**src/rtl/queue2_pkg.sv**
```systemverilog
// -----------------------------------------------------------------------------
// queue2_pkg
// Shared defaults and helpers for the queue2_ctrl FIFO controller.
//   QUEUE2_DATA_W : default payload width in bits
//   QUEUE2_DEPTH  : default entry count (power of two, minimum 2)
//   count_w()     : width of the occupancy count, log2(depth)+1, so that a
//                   full queue (count == depth) is representable
// -----------------------------------------------------------------------------
package queue2_pkg;

  localparam int unsigned QUEUE2_DATA_W = 105;
  localparam int unsigned QUEUE2_DEPTH  = 2;

  function automatic int unsigned count_w(input int unsigned depth);
    return $clog2(depth) + 1;
  endfunction

endpackage

```
**src/rtl/queue_ptr.sv**
```systemverilog
// -----------------------------------------------------------------------------
// queue_ptr
// Wrapping pointer for one side of the queue. Advances by one on inc, wraps
// DEPTH-1 -> 0, and returns to zero on clear (clear wins over inc).
// Ports:
//   clock   : sole clock, rising edge
//   reset_n : asynchronous active-low reset, pointer -> 0
//   clear   : synchronous return to zero at the next edge
//   inc     : advance the pointer by one at the next edge
//   ptr     : current pointer value, log2(DEPTH) bits
// -----------------------------------------------------------------------------
module queue_ptr #(
  parameter int unsigned DEPTH = 2
) (
  input  logic                     clock,
  input  logic                     reset_n,
  input  logic                     clear,
  input  logic                     inc,
  output logic [$clog2(DEPTH)-1:0] ptr
);

  localparam int unsigned     AW   = $clog2(DEPTH);
  localparam logic [AW-1:0]   LAST = AW'(DEPTH - 1);

  logic [AW-1:0] ptr_q;
  logic [AW-1:0] ptr_d;

  always_comb begin
    // NOTE: default assignment first so every path assigns ptr_d; no latch.
    ptr_d = ptr_q;
    if (clear) begin
      ptr_d = '0;
    end else if (inc) begin
      ptr_d = (ptr_q == LAST) ? '0 : ptr_q + 1'b1;
    end
  end

  // NOTE: state is updated with non-blocking assignments only, so every flop
  // samples pre-edge values regardless of block evaluation order.
  always_ff @(posedge clock or negedge reset_n) begin
    if (!reset_n) begin
      ptr_q <= '0;
    end else begin
      ptr_q <= ptr_d;
    end
  end

  assign ptr = ptr_q;

endmodule

```
**src/rtl/queue2_ctrl.sv**
```systemverilog
// -----------------------------------------------------------------------------
// queue2_ctrl
// Control logic for a DEPTH-entry FIFO whose payload lives in an external
// RAM with one synchronous write port (W0) and one combinational read port
// (R0). Only the two pointers and the maybe_full flag are held here.
//
// Optional feature: define QUEUE2_CTRL_FLOW_EN to enable the zero-latency
// bypass. When the queue is empty, the incoming entry is presented directly
// on the dequeue side; if the consumer takes it the same cycle, nothing is
// written and the pointers do not move. Without the macro, an enqueued entry
// becomes visible on deq_valid one cycle after it is written.
//
// Ports:
//   clock, reset_n               : clock and asynchronous active-low reset
//   flush                        : synchronous discard of all entries
//   enq_valid/enq_ready/enq_bits : producer handshake
//   deq_valid/deq_ready/deq_bits : consumer handshake
//   count                        : number of stored entries, 0..DEPTH
//   mem_W0_en/addr/data          : RAM write port drive
//   mem_R0_en/addr, mem_R0_data  : RAM read port (combinational read data)
// -----------------------------------------------------------------------------
module queue2_ctrl
  import queue2_pkg::*;
#(
  parameter int unsigned DATA_W = QUEUE2_DATA_W,
  parameter int unsigned DEPTH  = QUEUE2_DEPTH
) (
  input  logic                      clock,
  input  logic                      reset_n,
  input  logic                      flush,
  input  logic                      enq_valid,
  output logic                      enq_ready,
  input  logic [DATA_W-1:0]         enq_bits,
  output logic                      deq_valid,
  input  logic                      deq_ready,
  output logic [DATA_W-1:0]         deq_bits,
  output logic [count_w(DEPTH)-1:0] count,
  output logic                      mem_W0_en,
  output logic [$clog2(DEPTH)-1:0]  mem_W0_addr,
  output logic [DATA_W-1:0]         mem_W0_data,
  output logic                      mem_R0_en,
  output logic [$clog2(DEPTH)-1:0]  mem_R0_addr,
  input  logic [DATA_W-1:0]         mem_R0_data
);

  localparam int unsigned AW = $clog2(DEPTH);

  logic [AW-1:0] enq_ptr;
  logic [AW-1:0] deq_ptr;
  logic [AW-1:0] ptr_diff;
  logic          maybe_full_q;
  logic          maybe_full_d;
  logic          ptr_match;
  logic          empty;
  logic          full;
  logic          do_enq;
  logic          do_deq;

  // Equal pointers mean either empty or full; maybe_full tells them apart.
  assign ptr_match = (enq_ptr == deq_ptr);
  assign empty     = ptr_match & ~maybe_full_q;
  assign full      = ptr_match &  maybe_full_q;

  // Flush blocks both handshakes so no transfer coincides with the discard.
  assign enq_ready = ~full & ~flush;

`ifdef QUEUE2_CTRL_FLOW_EN
  // Empty queue: the producer's entry is offered straight to the consumer.
  // If it is taken now, it never touches the RAM or the pointers.
  assign deq_valid = (~empty | enq_valid) & ~flush;
  assign deq_bits  = empty ? enq_bits : mem_R0_data;
  assign do_enq    = enq_valid & enq_ready & ~(empty & deq_ready);
  assign do_deq    = deq_valid & deq_ready & ~empty;
`else
  assign deq_valid = ~empty & ~flush;
  assign deq_bits  = mem_R0_data;
  assign do_enq    = enq_valid & enq_ready;
  assign do_deq    = deq_valid & deq_ready;
`endif

  // enq_ready stays high during reset, so the write strobe is also qualified
  // by reset_n to keep the RAM from being written while reset is held.
  assign mem_W0_en   = do_enq & reset_n;
  assign mem_W0_addr = enq_ptr;
  assign mem_W0_data = enq_bits;

  // Never read while empty: RAM contents left over from before a reset or
  // flush are stale and must not be observed until rewritten.
  assign mem_R0_en   = ~empty;
  assign mem_R0_addr = deq_ptr;

  // Pointer difference wraps modulo DEPTH; the top bit marks the full case.
  assign ptr_diff = enq_ptr - deq_ptr;
  assign count    = {maybe_full_q & ptr_match, ptr_diff};

  queue_ptr #(.DEPTH(DEPTH)) u_enq_ptr (
    .clock   (clock),
    .reset_n (reset_n),
    .clear   (flush),
    .inc     (do_enq),
    .ptr     (enq_ptr)
  );

  queue_ptr #(.DEPTH(DEPTH)) u_deq_ptr (
    .clock   (clock),
    .reset_n (reset_n),
    .clear   (flush),
    .inc     (do_deq),
    .ptr     (deq_ptr)
  );

  // An unbalanced transfer moves occupancy toward full (enq) or empty (deq);
  // a balanced cycle leaves the full/empty ambiguity unchanged.
  always_comb begin
    maybe_full_d = maybe_full_q;
    if (flush) begin
      maybe_full_d = 1'b0;
    end else if (do_enq != do_deq) begin
      maybe_full_d = do_enq;
    end
  end

  // NOTE: only control state is reset; the payload RAM is deliberately left
  // uninitialised because empty/full tracking guarantees it is never read
  // before being written.
  always_ff @(posedge clock or negedge reset_n) begin
    if (!reset_n) begin
      maybe_full_q <= 1'b0;
    end else begin
      maybe_full_q <= maybe_full_d;
    end
  end

endmodule

```
**config.mk**
```make
export PLATFORM = sky130hd
export DESIGN_NAME = queue2_ctrl
export DESIGN_NICKNAME = d
export VERILOG_FILES = /design/src/rtl/queue2_pkg.sv /design/src/rtl/queue_ptr.sv /design/src/rtl/queue2_ctrl.sv
export SDC_FILE = /design/constraint.sdc
export NUM_CORES = 1
export LEC_CHECK = 0
export BUFFER_PORTS_ARGS = -buffer_cell sky130_fd_sc_hd__buf_4
export CAP_MARGIN = 20
export CORE_AREA = 4 4 168 170
export DETAILED_ROUTE_END_ITERATION = 8
export DIE_AREA = 0 0 172 174
export PLACE_DENSITY = 0.3
export SLEW_MARGIN = 20
export SYNTH_ARGS = -nofsm -noshare
export SYNTH_HDL_FRONTEND = slang
export SYNTH_HIERARCHICAL = 1
export SYNTH_SLANG_ARGS = --single-unit
```
**constraint.sdc**
```tcl
create_clock -name clock -period 2.5 [get_ports clock]
set_input_delay 0.25 -clock clock [delete_from_list [all_inputs] [get_ports clock]]
set_output_delay 0.25 -clock clock [all_outputs]
set_load 0.1 [all_outputs]
```
==> results of run 1 <==
[power by group through the flow]
stage | Sequential (uW) | Combinational [uW] | Clock, uW
4_1_cts | 65.1 | 243 | 260
3_5_place_dp | 65.6 | 241 | 0
5_1_grt | 66.1 | 251 | 267
6_report | 65.2 | 241 | 254
3_3_place_gp | 64.6 | 240 | 0
2_1_floorplan | 89.7 | 1760 | 0
[synthesized netlist by cell type, drive strengths merged]
library cell / instances
a21oi: 1
and3: 1
xnor2: 3
buf: 212
nor2: 5
inv: 4
o21bai: 1
nand3: 1
dfrtp: 3
nor3b: 1
nand4: 1
and2: 1
o221ai: 1
[timing repair]
item | CTS | global route
endpoints found under the setup margin | 0 | 0
endpoints found under the hold margin | 3 | 0
hold buffers | 1 | 0
buffers inserted | 0 | 0
[metal layers]
metal  part of all wire, %  track usage (%)
met1                    14             1.38
met5                     0                0
met2                    30             3.03
met4                    30             8.78
met3                    26             3.25
[registers in the layout, indices dropped and copies added, names as in the netlist]
signal,cells
maybe_full_q,1
u_deq_ptr/ptr,1
u_enq_ptr/ptr,1
[cell type report]
type	count	area, um2	area share [%]
Multi-Input combinational cell	16	124	15.1
Clock buffer	4	78.8	9.62
Inverter	4	15.0	1.83
Tap cell	341	427	52.1
Sequential cell	3	75.1	9.16
Timing Repair Buffer	13	100	12.2
[layout by cell type (no fill, tap or decap)]
cell and n:
clkbuf_1 1, dfrtp_1 3, inv_2 1, xnor2_1 2, o221ai_1 1, and3_2 1, inv_1 3, xnor2_2 1
nand3_1 1, dlygate4sd3_1 1, clkbuf_16 3, buf_4 12, a21oi_4 1, and2_2 1, nor2_1 3, nor3b_1 1
o21bai_1 1, nor2_2 2, nand4_1 1
[stage by stage]
step	TNS, ps	power (uW)	std cells	hold slack [ps]	setup WS, ps
CTS	0	567	381	267	690
global placement	0	305	376	50.0	974
floorplan	-232	1850	235	-45.6	-232
finish	0	561	381	270	698
global route	0	584	381	278	627
detailed placement	0	306	376	51.5	933
[how the worst max path moves through the flow]
stage / end / slack, ps / cells past startpoint
floorplan: mem_W0_en / -230 / 3
global placement: mem_W0_en / 970 / 4
detailed placement: mem_W0_en / 930 / 4
CTS: mem_W0_en / 690 / 4
global route: mem_W0_en / 630 / 4
finish: mem_W0_en / 700 / 4
[worst max-delay path: stages (launching register included)]
cell	delay, ps
dfrtp_1	430
xnor2_2	210
a21oi_4	210
and3_2	190
buf_4	280
[cells by family after synthesis]
logic type | count (synthesis) | share of synthesized area [%]
compound gates | 3 | 1.40
simple gates | 10 | 3.00
buf+inv | 216 | 89.5
flops | 3 | 4.18
xor+xnor | 3 | 1.88
==> qor.yml, run 1 <==
outcome:
  status: "completed"
sta:
  fin_skew_ps: 1.86
  timing_hold_violations_final: 0
  period_share_pct: 72.1
  slew_headroom_pct: 78.1
  setup_viol: 0
  rsz0062_at_grt: "false"
  min_period_ps: 1800
  slew_viol_final: 0
  fmax_mhz: 555
  worstMarginPinSlew_ps: 326
hold_path:
  hp-class: "in2reg"
  hp-start: "flush"
  worst_hold_path.endpoint: "u_enq_ptr/ptr"
  hold_depth: 2
die:
  io-pin-count: 433
  start_util_pct: 6.71
  die_area_mm2: 0.0299
  fp.dieW_um: 172
  core_area_mm2: 0.0267
  die_y_um: 174
  rows: 60
worst_setup_path:
  r2r_slack_ps: 1090
  required_ps: 2250
  crit_path_end_kind: "primary output"
  worst_ep_arrival_time_ps: 1550
  worstRegToRegCells: 6
  cp-start-kind: "register"
  r2r-end: "u_deq_ptr/ptr"
  cp_max_fo: 4
  worstReg2RegStart: "u_deq_ptr/ptr"
  startpoint: "u_enq_ptr/ptr"
  path_class: "reg2out"
synth:
  yosysUniqueCellTypes: 16
  synth_nets: 450
  ys_warn_count: 6
  netlist_area_mm2: 0.00179
  synthTopCellsByArea: "buf_4 (89%), dfrtp_1 (4.2%), xnor2_1 (0.98%), xnor2_2 (0.91%), nor2_1 (0.84%)"
  ys_seq_area_share_pct: 4.18
  syn_area_per_cell_um2: 7.63
  yosys_register_bits: 3
  netlist_instances: 235
  yosysTopAreaCellShare_pct: 88.7
  yosysTopAreaCell: "buf_4"
pwr:
  switching_share_pct: 43.7
  leakage_uw: 0.000199
  clkPwrFrac_pct: 45.3
  p_comb_share_pct: 43.1
  ir_worst_vdd_mv: 0.154
  p_switching_uw: 245
  seqPwrFrac_pct: 11.6
  p_per_area_mw_per_mm2: 684
  intPower_uw: 316
cts:
  cts_root_buffer: "clkbuf_16"
  cts_tree: "built"
  post_cts_resized: 0
  clkTransAtPathRegs_ps: 30
  clock_latency_ps: 220
  numCtsBuffers: 3
  cts_sinks: 3
  ctsHtreeMaxLevel: 1
  clk_path_buf_depth: 2
global_routing:
  grt_max_degree: 8
  antenna_found_initial: 0
  grt_pass1_vias: 644
  grt_overflow: 0
  grt_pass1_wl_mm: 6.26
  grt_usage_pct: 3.25
layout:
  final_net_count: 256
  syn_to_final_growth_pct: -54.3
  drive_gt1_share_pct: 55.0
  stdcell_area_um2: 820
  insertedDiodeCount: 0
  nFillCells: 3197
  postLayoutCoreUtil_pct: 3.07
placement:
  gp_congestion: 0.588
  placed_cell_area_um2: 731
  numPortBuffers: 12
route:
  wire_per_inst_um: 14.5
  dr.pass1.iters: 5
  drtIter0Drc: 19
  drt_wl_total_mm: 5.51
  drc_errors: 0
  drt-vias-per-instance: 1.45
  ant_nets: 0
  num_vias: 553
run:
  max_cap_violations: 0
Power figures use the tool's default switching activity.
==> inputs of run 2 (changes only) <==
==> constraint.sdc (replaced) <==
create_clock -name clock -period 1.5 [get_ports clock]
set_input_delay 0.15 -clock clock [delete_from_list [all_inputs] [get_ports clock]]
set_output_delay 0.15 -clock clock [all_outputs]
set_load 0.1 [all_outputs]
==> qor.yml, run 2 (synthesis results as in run 1) <==
cts:
  clk_path_buf_depth: 2  # unchanged
  clock_latency_ps: 220  # about the same
  cts_sinks: 3  # unchanged
  cts_root_buffer: "clkbuf_16"
  ctsHtreeMaxLevel: 1  # unchanged
  numCtsBuffers: 3  # unchanged
  clkTransAtPathRegs_ps: 30  # about the same
  cts_tree: "built"
route:
  ant_nets: 0  # unchanged
  drtIter0Drc: 18  # -1
  num_vias: 562  # +1.6%
  dr.pass1.iters: 3  # -2
  drt_wl_total_mm: 4.70  # -15%
  drc_errors: 0  # unchanged
  wire_per_inst_um: 12.1  # -16%
  drt-vias-per-instance: 1.45  # about the same
worst_setup_path:
  cp_cell_sequence: "xnor2_4 > inv_2 > nor2_4 > clkinvlp_4 > buf_12"
  required_ps: 1350  # -900 ps
  cp_max_fo: 3  # -1
  crit_path_end_kind: "primary output"
  worst_ep_arrival_time_ps: 1500  # -50 ps
  cp_slowest_stage_delay_ps: 490  # +60 ps
  worstReg2RegStart: "u_enq_ptr/ptr"
  critPathBufInv: 3  # +2
  critical-path-slowest-cell: "dfrtp_4"
  r2r-end: "u_deq_ptr/ptr"
  path_class: "reg2out"
  cp-start-kind: "register"
  worstRegToRegCells: 8  # +2
  r2r_slack_ps: -60  # -1150 ps
  critical-path-top-delay-family: "flip-flops"
placement:
  placed_cell_area_um2: 779  # +6.7%
  place_ws_ps: 2.56  # -931 ps
  numPortBuffers: 12  # unchanged
  place_hpwl_mm: 3.83
  gp_congestion: 0.655  # +11%
hold_path:
  hold_depth: 2  # unchanged
  hp-class: "in2reg"
  worst_hold_path.endpoint: "u_deq_ptr/ptr"
  hp-start: "flush"
layout:
  syn_to_final_growth_pct: -45.2
  final_net_count: 262  # +2.3%
  layout_common_cells: "buf_4 (11), buf_12 (5), nor2_4 (3), clkbuf_16 (3)"
  insertedDiodeCount: 0  # unchanged
  stdcell_area_um2: 983  # +20%
  nFillCells: 3187  # -0.31%
  final_common_cell: "buf_4"
  drive_gt1_share_pct: 71.7  # +17 points
global_routing:
  grt_pass1_wl_mm: 5.41  # -14%
  top_usage_layer: "met4"
  grt_overflow: 0  # unchanged
  met2_usage_pct: 3.19  # +0.16 points
  use_met1_pct: 0.657  # -0.73 points
  met3_usage_pct: 3.09  # -0.16 points
  grt_pass1_vias: 661  # +2.6%
  grt_usage_pct: 2.82  # -0.43 points
  grt_max_degree: 8  # unchanged
  antenna_found_initial: 0  # unchanged
sta:
  fmax_mhz: 605
  timing_hold_violations_final: 0  # unchanged
  setup_slack_ps: -152  # -850 ps
  fin_skew_ps: 1.80  # -0.0564 ps
  min_period_ps: 1650
  worstMarginPinSlew_ps: 297  # -29.8 ps
  tns_ps: -487  # -487 ps
  period_share_pct: 110
  setup_viol: 6  # +6
  fin_hold_ws_ps: 181  # -89.2 ps
  rsz0062_at_grt: "true"
  slew_headroom_pct: 80.4  # +2.3 points
  slew_viol_final: 0  # unchanged
die:
  fp.dieW_um: 172  # unchanged
  die_y_um: 174  # unchanged
  core_area_mm2: 0.0267  # unchanged
  start_util_pct: 6.71  # unchanged
  rows: 60  # unchanged
  die_area_mm2: 0.0299  # unchanged
  io-pin-count: 433  # unchanged
outcome:
  failed_checks: "setup timing"
  status: "finished, violations left"
run:
  max_cap_violations: 0  # unchanged
pwr:
  p_per_area_mw_per_mm2: 1130  # +65%
  leakage_uw: 0.000245  # +23%
  ir_worst_vdd_mv: 0.292  # +90%
  total_power_uw: 1110  # +98%
## run 2: per-layer routing
layer  routed length, um  vias up  share of wire, %
met5                   0        -                 0
met4                1260        0                27
met3                1300      112                28
met2                1690      162                36
met1                 453      168               9.6
li1                    -      120                 -
## run 2: power breakdown
group / internal [uW] / switching [uW] / leakage [uW]
clock: 351 / 74.3 / 0.0000382
combinational: 212 / 357 / 0.000170
sequential: 95.3 / 20.5 / 0.0000362
total: 658 / 452 / 0.000245
## run 2: worst reg2reg max path: cells and delay by family (launching register included)
family | cells | cell delay (ps)
AND/OR/NAND/NOR | 3 | 250
flip-flops | 1 | 490
XOR/XNOR | 2 | 400
buffers and inverters | 3 | 310
## run 2: repair_timing
action | 4_1_cts | 5_1_grt
setup buffers | 5 | 1
hold buffers | 1 | 0
setup endpoints to repair | 6 | 6
gates resized for setup | 18 | 1
endpoints found under the hold margin | 3 | 0
pin swaps | 2 | 2
## run 2: cell type report
type	count	area [um2]	share of cell area [%]
tap	341	427	43.4
timing repair buffer	19	215	21.9
multi-input combinational	16	161	16.4
sequential	3	82.6	8.40
clock buffer	4	78.8	8.02
inverter	4	18.8	1.91
## run 2: worst max-delay path by stage
| stage | from | to | slack [ps] | cells after the start |
|---|---|---|---|---|
| after floorplan | u_deq_ptr/ptr | mem_W0_en | -590 | 3 |
| after detailed placement | u_deq_ptr/ptr | mem_R0_en | 3 | 5 |
| final | u_enq_ptr/ptr | mem_R0_en | -150 | 5 |
| after global placement | u_deq_ptr/ptr | mem_R0_en | 20 | 5 |
| after global routing | u_enq_ptr/ptr | mem_R0_en | -200 | 5 |
| after CTS | u_enq_ptr/ptr | mem_R0_en | -190 | 5 |
## run 2: metrics by stage
| step | cells | util, % |
|---|---|---|
| detailed placement | 377 | 2.92 |
| floorplan | 235 | - |
| global placement | 377 | 2.92 |
| finish | 387 | 3.68 |
| CTS | 386 | 3.64 |
| global route | 387 | 3.68 |
==> inputs of run 3 (changes only) <==
--- a/config.mk
+++ b/config.mk
@@ -7,10 +7,11 @@
 export LEC_CHECK = 0
 export BUFFER_PORTS_ARGS = -buffer_cell sky130_fd_sc_hd__buf_4
 export CAP_MARGIN = 20
-export CORE_AREA = 4 4 168 170
+export CORE_AREA = 2 2 170 172
 export DETAILED_ROUTE_END_ITERATION = 8
 export DIE_AREA = 0 0 172 174
-export PLACE_DENSITY = 0.3
+export GPL_TIMING_DRIVEN = 0
+export PLACE_DENSITY = 0.41
 export SLEW_MARGIN = 20
 export SYNTH_ARGS = -nofsm -noshare
 export SYNTH_HDL_FRONTEND = slang
==> qor.yml, run 3 (synthesis results as in run 1) <==
outcome:
  status: "finished, violations left"
  failed_checks: "setup timing"
route:
  drt-vias-per-instance: 2.47  # +70%
  wire_per_inst_um: 10.0  # -17%
  dr.pass1.iters: 4  # +1
  drc_errors: 0  # unchanged
  drtIter0Drc: 26  # +8
  ant_nets: 0  # unchanged
  drt_wl_total_mm: 8.54  # +82%
  num_vias: 2104  # +270%
sta:
  slew_headroom_pct: 80.1  # -0.31 points
  setup_viol: 7  # +1
  rsz0062_at_grt: "true"
  fmax_mhz: 590  # -2.6%
  min_period_ps: 1700  # +43.6 ps
  period_share_pct: 113  # +2.9 points
  slew_viol_final: 0  # unchanged
  worstMarginPinSlew_ps: 301  # +4.69 ps
  setup_slack_ps: -196  # -43.6 ps
  tns_ps: -962  # -475 ps
  fin_skew_ps: 2.87  # +1.07 ps
  fin_hold_ws_ps: 176  # -4.24 ps
  timing_hold_violations_final: 0  # unchanged
layout:
  final_common_cell: "buf_4"
  layout_common_cells: "buf_4 (431), buf_12 (7), nor2_1 (3), clkbuf_16 (3)"
  nFillCells: 3223  # +1.1%
  stdcell_area_mm2: 0.00422  # +330%
  insertedDiodeCount: 0  # unchanged
  drive_gt1_share_pct: 97.0  # +25 points
  postLayoutCoreUtil_pct: 15.0  # +11 points
  final_net_count: 684  # +160%
  syn_to_final_growth_pct: 135
placement:
  numPortBuffers: 222  # +210
  place_hpwl_mm: 7.97  # +110%
  gp_congestion: 0.803  # +23%
  placed_cell_area_mm2: 0.00399  # +410%
  place_ws_ps: -48.6  # -51.2 ps
die:
  die_y_um: 174  # unchanged
  die_area_mm2: 0.0299  # unchanged
  fp.dieW_um: 172  # unchanged
  io-pin-count: 433  # unchanged
  rows: 62  # +3.3%
  core_area_mm2: 0.0282  # +5.7%
  start_util_pct: 6.35  # -0.36 points
worst_setup_path:
  critical-path-slowest-cell: "dfrtp_4"
  required_ps: 1350  # about the same
  cp-start-kind: "register"
  critPathBufInv: 3  # unchanged
  cp_slowest_stage_delay_ps: 500  # about the same
  cp_cell_sequence: "xnor2_4 > inv_2 > nor2_4 > buf_12 > nor2_4 > buf_12"
  path_class: "reg2out"
  critical-path-top-delay-family: "flip-flops"
  cp_max_fo: 4  # +1
  worst_ep_arrival_time_ps: 1550  # +50 ps
  crit_path_end_kind: "primary output"
run:
  max_cap_violations: 0  # unchanged
cts:
  clk_path_buf_depth: 2  # unchanged
  clock_latency_ps: 230  # about the same
  ctsHtreeMaxLevel: 1  # unchanged
  clkTransAtPathRegs_ps: 30  # about the same
  numCtsBuffers: 3  # unchanged
  cts_root_buffer: "clkbuf_16"
  cts_tree: "built"
  cts_sinks: 3  # unchanged
pwr:
  leakage_uw: 0.00228  # +830%
  ir_worst_vdd_mv: 0.269  # -8.2%
  p_per_area_mw_per_mm2: 1010  # -11%
global_routing:
  grt_max_degree: 8  # unchanged
  grt_pass1_wl_mm: 10.2  # +89%
  grt_pass1_vias: 1871  # +180%
  antenna_found_initial: 0  # unchanged
  grt_overflow: 0  # unchanged
  grt_usage_pct: 4.62  # +1.8 points
hold_path:
  hp-class: "in2reg"
-- run 3: path summary, 6_finish.rpt --
kind / from / end / slack (ps) / cells past startpoint
worst min register to register: u_enq_ptr/ptr / u_enq_ptr/ptr / 730 / 3
worst max register to register: u_deq_ptr/ptr / u_deq_ptr/ptr / -130 / 8
min in group asynchronous: reset_n / u_enq_ptr/ptr / 260 / 2
worst min-delay path: flush / u_enq_ptr/ptr / 180 / 2
max in group asynchronous: reset_n / u_deq_ptr/ptr / 1120 / 2
worst max-delay path: u_deq_ptr/ptr / deq_valid / -200 / 6
-- run 3: area by class of cell --
| class | instances | area [um2] | area share (%) |
|---|---|---|---|
| plain buffers | 211 | 1580 | 37.5 |
| clock buffers | 4 | 78.8 | 1.87 |
| inverters | 4 | 18.8 | 0.444 |
| multi-input cells | 16 | 154 | 3.64 |
| flip-flops and latches | 3 | 82.6 | 1.96 |
| well taps | 384 | 480 | 11.4 |
| repair buffers | 230 | 1820 | 43.2 |
-- run 3: what timing repair did --
action	in CTS	in global routing
hold buffers	1	0
pin swaps	5	5
resized for setup	18	3
hold endpoints to repair	3	0
setup buffers	5	3
endpoints found under the setup margin	7	7
-- run 3: power breakdown --
group	switching [uW]	internal [uW]
Combinational	2770	951
Sequential	19.4	95.3
Clock	76.6	351
-- run 3: metal layers --
| layer | GRT usage (%) | share of wire, % | vias to the layer above |
|---|---|---|---|
| li1 | - | - | 966 |
| met1 | 3.79 | 26 | 881 |
| met2 | 10.4 | 59 | 248 |
| met3 | 0.706 | 14 | 9 |
| met4 | 1.51 | 1.7 | 0 |
| met5 | 0 | 0 | - |
-- run 3: stage by stage --
stage | total power (uW) | instances
after floorplan | 3120 | 235
after global placement | 3690 | 841
after detailed placement | 3690 | 841
after CTS | 4270 | 850
after global routing | 4360 | 852
final | 4260 | 852
